File: src/rtl/seq_chunk_adder_pkg.sv
// Shared types and sizing helpers for the chunked add/subtract unit.
// Holds the FSM encoding and the chunk-count/index-width math.
package seq_chunk_adder_pkg;

    typedef enum logic [1:0] {
        IDLE = 2'd0,
        RUN  = 2'd1,
        DONE = 2'd2
    } state_t;

    function automatic int nchunk_f(
        input int width,
        input int chunk
    );
        return width / chunk;
    endfunction

    // Index width never drops to zero, even for a single chunk.
    function automatic int idx_w_f(input int n);
        return (n > 1) ? $clog2(n) : 1;
    endfunction

endpackage

File: src/rtl/seq_chunk_adder_chunk_adder.sv
// Combinational ripple of CHUNK full adders, time-shared by the FSM.
// c_msb is the carry into the top bit, needed for signed overflow.
module chunk_adder #(
    parameter int CHUNK = 4
) (
    input  logic [CHUNK-1:0] a,
    input  logic [CHUNK-1:0] b,
    input  logic             ci,
    output logic [CHUNK-1:0] s,
    output logic             co,
    output logic             c_msb
);

    logic [CHUNK:0] c;

    always_comb begin
        c    = '0;
        s    = '0;
        c[0] = ci;
        for (int i = 0; i < CHUNK; i++) begin
            s[i]   = a[i] ^ b[i] ^ c[i];
            c[i+1] = (a[i] & b[i]) | (c[i] & (a[i] ^ b[i]));
        end
    end

    assign co    = c[CHUNK];
    assign c_msb = c[CHUNK-1];

endmodule

File: src/rtl/seq_chunk_adder.sv
// Multi-cycle add/subtract: CHUNK bits per clock, carry held between
// chunks, valid/ready on both sides, reports carry-out and overflow.
module seq_chunk_adder #(
    parameter int WIDTH = 16,
    parameter int CHUNK = 4
) (
    input  logic             clk,
    input  logic             rst,
    input  logic             in_valid,
    output logic             in_ready,
    input  logic [WIDTH-1:0] a,
    input  logic [WIDTH-1:0] b,
    input  logic             cin,
    input  logic             sub,
    output logic             out_valid,
    input  logic             out_ready,
    output logic [WIDTH-1:0] sum,
    output logic             cout,
    output logic             ovf
);

    import seq_chunk_adder_pkg::*;

    localparam int NCHUNK = nchunk_f(WIDTH, CHUNK);
    localparam int IW     = idx_w_f(NCHUNK);
    localparam logic [IW-1:0] LAST = IW'(NCHUNK - 1);

    if (CHUNK < 1 || CHUNK > WIDTH || (WIDTH % CHUNK) != 0)
    begin : g_bad_cfg
        $error("seq_chunk_adder: WIDTH must be a multiple of CHUNK");
    end

    state_t state;
    state_t state_nx;

    logic [WIDTH-1:0] a_q;
    logic [WIDTH-1:0] b_q;
    logic [WIDTH-1:0] sum_q;
    logic [WIDTH-1:0] a_sh;
    logic [WIDTH-1:0] b_sh;
    logic [WIDTH-1:0] sum_sh;
    logic [IW-1:0]    idx_q;
    logic             carry_q;
    logic             cout_q;
    logic             ovf_q;

    logic [CHUNK-1:0] s;
    logic             co;
    logic             c_msb;
    logic             accept;
    logic             step;
    logic             last;

    // Operands shift down so the active chunk always sits at bit 0.
    chunk_adder #(
        .CHUNK(CHUNK)
    ) u_add (
        .a    (a_q[CHUNK-1:0]),
        .b    (b_q[CHUNK-1:0]),
        .ci   (carry_q),
        .s    (s),
        .co   (co),
        .c_msb(c_msb)
    );

    if (NCHUNK > 1) begin : g_shift
        assign a_sh   = {{CHUNK{1'b0}}, a_q[WIDTH-1:CHUNK]};
        assign b_sh   = {{CHUNK{1'b0}}, b_q[WIDTH-1:CHUNK]};
        assign sum_sh = {s, sum_q[WIDTH-1:CHUNK]};
    end else begin : g_single
        assign a_sh   = a_q;
        assign b_sh   = b_q;
        assign sum_sh = s;
    end

    assign last      = (idx_q == LAST);
    assign in_ready  = (state == IDLE);
    assign out_valid = (state == DONE);
    assign sum       = sum_q;
    assign cout      = cout_q;
    assign ovf       = ovf_q;

    always_comb begin
        state_nx = state;
        accept   = 1'b0;
        step     = 1'b0;
        unique case (state)
            IDLE: begin
                if (in_valid) begin
                    accept   = 1'b1;
                    state_nx = RUN;
                end
            end
            RUN: begin
                step = 1'b1;
                if (last) state_nx = DONE;
            end
            DONE: begin
                if (out_ready) state_nx = IDLE;
            end
            default: state_nx = IDLE;
        endcase
    end

    always_ff @(posedge clk) begin
        if (rst) state <= IDLE;
        else     state <= state_nx;
    end

    // Subtraction is a + ~b + ~borrow, so the datapath only ever adds.
    always_ff @(posedge clk) begin
        if (rst) begin
            a_q     <= '0;
            b_q     <= '0;
            sum_q   <= '0;
            idx_q   <= '0;
            carry_q <= 1'b0;
            cout_q  <= 1'b0;
            ovf_q   <= 1'b0;
        end else if (accept) begin
            a_q     <= a;
            b_q     <= b ^ {WIDTH{sub}};
            carry_q <= sub ? ~cin : cin;
            idx_q   <= '0;
        end else if (step) begin
            a_q     <= a_sh;
            b_q     <= b_sh;
            sum_q   <= sum_sh;
            carry_q <= co;
            if (last) begin
                cout_q <= co;
                ovf_q  <= co ^ c_msb;
            end else begin
                idx_q <= idx_q + IW'(1);
            end
        end
    end

endmodule

File: config.mk
export PLATFORM = sky130hd
export DESIGN_NAME = seq_chunk_adder
export DESIGN_NICKNAME = d
export VERILOG_FILES = /design/src/rtl/seq_chunk_adder_pkg.sv /design/src/rtl/seq_chunk_adder_chunk_adder.sv /design/src/rtl/seq_chunk_adder.sv
export SDC_FILE = /design/constraint.sdc
export NUM_CORES = 1
export LEC_CHECK = 0
export CORE_UTILIZATION = 39
export DETAILED_ROUTE_END_ITERATION = 12
export PLACE_DENSITY = 0.71
export RECOVER_POWER = 100
export REMOVE_ABC_BUFFERS = 1
export SLEW_MARGIN = 40
export SYNTH_ARGS = -nofsm -noshare
export SYNTH_HDL_FRONTEND = slang
export SYNTH_SLANG_ARGS = --single-unit
File: constraint.sdc
create_clock -name clk -period 1.93 [get_ports clk]
set_input_delay 0.386 -clock clk [delete_from_list [all_inputs] [get_ports clk]]
set_output_delay 0.386 -clock clk [all_outputs]
set_load 0.01 [all_outputs]
==> metrics.csv, run 1 <==
metric;value;unit
status;complete, but fails checks;
violations;negative setup slack;
multiInputGateArea;1190;sq um
post-place-cells;404;
report.final.slew_viol_count;0;
htreeDepth;2;
drt_pass1_iterations;5;
start_util;40.5;%
p_leak;0.00126;uW
syn_area_per_cell;8.84;sq um
coreArea;5960;sq um
cts_hold_buf;0;
insertion_delay;300;ps
place_area;3150;sq um
synth_top_area_share;45.6;%
fin_nets;379;
cp_slowest_stage_delay;420;ps
seqCellArea;1110;sq um
yosys.area.top_type;dfxtp_1;
num_vias;2084;
num_antenna_cells;0;
synth_cell_type_count;34;
wl_per_cell;12.7;um
grt_pass1_wl;8740;um
crit_chain;fa_2 > inv_2 > fa_1 > inv_1 > fa_2 > inv_2 > fa_2 > a211oi_2;
cts.clk_slew.worst_paths;90;ps
dp_hpwl;3740;um
seq_area_frac_synth;45.6;%
place_congestion;0.810;
final_cells;412;
report.final.setup_viol;5;
ir_drop;0.444;mV
die_height;80.6;um
path_max_fanout;2;
die_area;6500;sq um
worst_pin_slew;590;ps
drive_above_1_share;12.2;%
p_per_area;713;nW/um^2
cp.required;2160;ps
start_kind;flip-flop;
n_fill_cell;548;
synthCells;273;
syn_area;2410;sq um
use_met1;23.2;%
rsz0062_at_grt;true;
syn2layout_area_growth;34.2;%
io_pins;58;
top_usage_layer;met2;
die_w;80.6;um
cts_made_buffers;5;
worstPathArrival;2300;ps
rows;28;
slew_headroom;60.5;%
ys_seq_elements;55;
met3_usage;4.66;%
grt_pass1_vias;1839;
gr-total-overflow;0;
tns;-429;ps
period_needed;2070;ps
grt_max_degree;26;
ant_nets;0;
synth_area_leaders;dfxtp_1 (46%), a21oi_1 (6.8%), nand2_1 (6.4%);
grtUsageMet2;27.7;%
tritoncts;built;
drt_drc_violations_left;0;
ys_warn_count;0;
track_usage;17.5;%
maxCapViolations;0;
first_iter_violations;147;
critPathMostFrequentCell;fa_2;
crit_type;flip-flop to flip-flop;
final_hold_viol_count;0;
clock_tree.buffer_depth;2;
drt_wl_total;5220;um
fin_ws;-139;ps
cts_root_buf;clkbuf_8;
fin_skew;7.23;ps
cp_slowest_cell;fa_2;
fin_crit_sh;107;%
io_buffers;57;
antenna_found_initial;0;
fin_area;3240;sq um
max_freq;483;MHz
endpoint_kind;flip-flop;
post_cts_buffers;0;
via_per_inst;5.06;
hold_class;primary input to flip-flop;
cts.sinks;55;
[critical path: cells and delay by family (launching register included)]
family / cells / cell delay [ps]
flops: 1 / 340
fa+ha+maj: 4 / 1300
compound gates: 1 / 180
buf+inv: 3 / 170
[report_power, final]
part           total [uW]  internal, uW  switching (uW)
clock network         607           256             351
registers            1260          1210            50.7
logic                 443           237             206
total                2310          1700             608
[cell usage after synthesis]
cell / instances
a22oi_1: 4
clkbuf_1: 9
buf_4: 3
o22a_1: 4
fa_1: 4
xnor2_1: 11
and2b_1: 1
buf_2: 8
ha_1: 1
o21a_1: 1
a311oi_1: 2
a21oi_1: 33
mux2i_1: 1
o22ai_1: 1
or3b_1: 1
xor2_1: 8
o21bai_1: 1
nor3b_2: 2
nand2_1: 41
nand2b_1: 3
or4b_1: 1
a221o_1: 8
nand3b_1: 1
nor3_1: 2
nor2_1: 30
a222oi_1: 4
inv_1: 10
nand3_1: 5
nor2b_1: 3
a211oi_1: 8
buf_1: 2
dfxtp_1: 55
o221a_2: 4
a2bb2oi_1: 1
[registers in the layout, indices dropped and copies added (netlist names)]
name     cells
idx_q        2
cout         1
sum         16
a_q         16
ovf          1
carry_q      1
state        2
b_q         16
[metrics by stage]
stage | power (uW) | worst slack (ps) | util, % | hold slack [ps]
global route | 2450 | -234 | 54.4 | 398
finish | 2310 | -139 | 54.4 | 390
floorplan | 1490 | -162 | - | 432
detailed placement | 1730 | -245 | 52.9 | 448
global placement | 1720 | -166 | 52.9 | 441
CTS | 2330 | -143 | 54.6 | 396
[layout make-up]
class	count	area share [%]
multi-input cells	186	36.8
flip-flops and latches	55	34.2
repair buffers	78	22.5
well taps	75	2.90
clock buffers	7	2.36
inverters	10	1.16
clock inverters	1	0.155
[placed cells by master (no fill, tap or decap), types with 4 or more instances in the layout]
cell,n
dfxtp_1,51
nand2_1,41
clkdlybuf4s50_1,36
a21oi_1,33
nor2_1,30
dlygate4sd3_1,20
buf_4,13
xnor2_1,10
inv_1,8
xor2_1,8
a221o_1,8
a211oi_1,7
clkbuf_1,6
nand3_1,5
clkbuf_8,5
o22a_1,4
o221a_2,4
a222oi_1,4
a22oi_1,4
dfxtp_2,4
[cells by family (layout without fill, tap and decap cells)]
| group | after synthesis | after routing | share of synthesized area (%) |
|---|---|---|---|
| AND/OR/NAND/NOR | 90 | 90 | 16.5 |
| flip-flops | 55 | 55 | 45.6 |
| AO/OA/AOI/OAI | 71 | 71 | 20.9 |
| adder cells (fa/ha/maj) | 5 | 5 | 3.84 |
| multiplexers | 1 | 1 | 0.415 |
| buffers and inverters | 32 | 96 | 5.86 |
| XOR/XNOR | 19 | 19 | 6.90 |
[final timing paths]
path | startpoint | end | slack, ps | depth (start not counted)
setup / recovery | a_q[0]$_SDFFE_PP0P_ | sum[15]$_SDFFE_PP0P_ | -140 | 8
hold / removal | rst | state[1]$_SDFFE_PP0P_ | 390 | 2
setup reg to reg | a_q[0]$_SDFFE_PP0P_ | sum[15]$_SDFFE_PP0P_ | -140 | 8
hold reg to reg | sum[3]$_SDFFE_PP0P_ | sum[3]$_SDFFE_PP0P_ | 450 | 2
[per-layer routing]
layer	part of all wire (%)	vias up
li1	-	1070
met5	0	-
met3	5.9	6
met2	46	70
met1	47	938
met4	1.2	0
[what timing repair did]
action | in CTS | in global routing
resized for setup | 9 | 3
setup endpoints to repair | 4 | 6
endpoints found under the hold margin | 0 | 0
pin swaps | 1 | 0
Power figures use the tool's default switching activity.
==> run 2: changes to the inputs <==
--- a/config.mk
+++ b/config.mk
@@ -5,9 +5,10 @@
 export SDC_FILE = /design/constraint.sdc
 export NUM_CORES = 1
 export LEC_CHECK = 0
+export CAP_MARGIN = 25
 export CORE_UTILIZATION = 39
 export DETAILED_ROUTE_END_ITERATION = 12
-export PLACE_DENSITY = 0.71
+export PLACE_DENSITY = 0.68
 export RECOVER_POWER = 100
 export REMOVE_ABC_BUFFERS = 1
 export SLEW_MARGIN = 40
==> constraint.sdc (replaced) <==
create_clock -name clk -period 2.34 [get_ports clk]
set_input_delay 0.468 -clock clk [delete_from_list [all_inputs] [get_ports clk]]
set_output_delay 0.468 -clock clk [all_outputs]
set_load 0.01 [all_outputs]
==> metrics.csv, run 2 (synthesis gave the netlist of run 1 again) <==
metric;value;unit
status;finished clean;
first_iter_violations;108;
dp_hpwl;3730;um
fin_skew;5.84;ps
die_height;80.6;um
layout_commonest_cell;dfxtp_1;
period_needed;2220;ps
drt_pass1_iterations;5;
ant_nets;0;
fin_crit_sh;94.8;%
fin_area;3130;sq um
clock_tree.buffer_depth;2;
seqCellArea;1100;sq um
slew_headroom;51.5;%
worstPathArrival;2440;ps
cts_made_buffers;5;
insertion_delay;300;ps
report.final.slew_viol_count;0;
start_kind;flip-flop;
cts.clk_slew.worst_paths;90;ps
path_max_fanout;3;
cp_slowest_stage_delay;410;ps
most-common-layout-cells;dfxtp_1 (54), nand2_1 (41), clkdlybuf4s50_1 (35);
htreeDepth;2;
die_w;80.6;um
gr-total-overflow;0;
tns;0;ps
n_fill_cell;589;
postCtsResizedCells;0;
io_pins;58;
cp-startpoint;a_q[0]$_SDFFE_PP0P_;
grt_max_degree;32;
num_antenna_cells;0;
hold_class;flip-flop to flip-flop;
rows;28;
tritoncts;built;
num_vias;2048;
place_congestion;0.761;
critical_path_buf_inv_count;3;
maxCapViolations;0;
io_buffers;57;
reg2reg_from;a_q[0]$_SDFFE_PP0P_;
crit_chain;fa_1 > inv_1 > fa_1 > inv_1 > fa_1 > inv_1 > fa_1 > a211oi_1;
start_util;40.5;%
p_leak;0.00120;uW
place_area;3060;sq um
post_cts_buffers;0;
cts.sinks;55;
worst_pin_slew;727;ps
final_hold_viol_count;0;
cp_slowest_cell;fa_1;
endpoint_kind;flip-flop;
drt_drc_violations_left;0;
path_delay_family;adder cells;
antenna_found_initial;0;
hp-start;sum[3]$_SDFFE_PP0P_;
crit_type;flip-flop to flip-flop;
drive_above_1_share;7.03;%
grt_pass1_wl;8870;um
wl_per_cell;12.9;um
cts_hold_buf;0;
coreArea;5960;sq um
drt_wl_total;5180;um
track_usage;17.5;%
max_freq;451;MHz
report.final.setup_viol;0;
p_per_area;607;nW/um^2
cts_root_buf;clkbuf_8;
ir_drop;0.290;mV
fin_nets;370;
grt_pass1_vias;1860;
multiInputGateArea;1160;sq um
cp.required;2570;ps
via_per_inst;5.09;
die_area;6500;sq um
syn2layout_area_growth;29.8;%
rsz0062_at_grt;false;
critPathMostFrequentCell;fa_1;
## run 2: power breakdown
group	internal (uW)	total, uW	switching (uW)
clock	233	529	296
combinational	173	340	167
sequential	996	1030	36.3
total	1400	1900	499
## run 2: final timing paths
path,to,slack (ps),cells past startpoint
worst max-delay path,sum[15]$_SDFFE_PP0P_,120,8
worst min-delay path,sum[3]$_SDFFE_PP0P_,450,2
worst max register to register,sum[15]$_SDFFE_PP0P_,120,8
worst min register to register,sum[3]$_SDFFE_PP0P_,450,2
## run 2: final cells by class
cell class / instances / area share, %
clock inverter: 1 / 0.160
inverter: 10 / 1.20
multi-input combinational: 186 / 37.2
tap: 75 / 3.00
clock buffer: 6 / 2.64
sequential: 55 / 35.2
timing repair buffer: 69 / 20.6
## run 2: stage by stage
step	power (uW)	hold slack [ps]	utilization, %	cells	setup WS, ps
floorplan	1230	432	-	251	248
global placement	1400	442	51.3	395	192
detailed placement	1400	447	51.3	395	135
CTS	1930	460	52.8	402	113
global route	2010	483	52.6	402	7.57
finish	1900	452	52.6	402	122
## run 2: worst min-delay path: stages, from the launching register on
cell	delay (ps)
dfxtp_1	310
nand2_1	50
a21oi_1	50
## run 2: metal layers
layer / part of all wire [%] / track usage (%)
met5: 0 / 0
met2: 45 / 28.7
met1: 48 / 23.4
met4: 0.77 / 3.75
met3: 5.7 / 3.86
==> run 3: changes to the inputs <==
--- a/config.mk
+++ b/config.mk
@@ -11,7 +11,7 @@
 export PLACE_DENSITY = 0.68
 export RECOVER_POWER = 100
 export REMOVE_ABC_BUFFERS = 1
-export SLEW_MARGIN = 40
+export SLEW_MARGIN = 20
 export SYNTH_ARGS = -nofsm -noshare
 export SYNTH_HDL_FRONTEND = slang
 export SYNTH_SLANG_ARGS = --single-unit
==> results of run 3 <==
No change in the layout: final DEF, timing and power equal those of run 2.
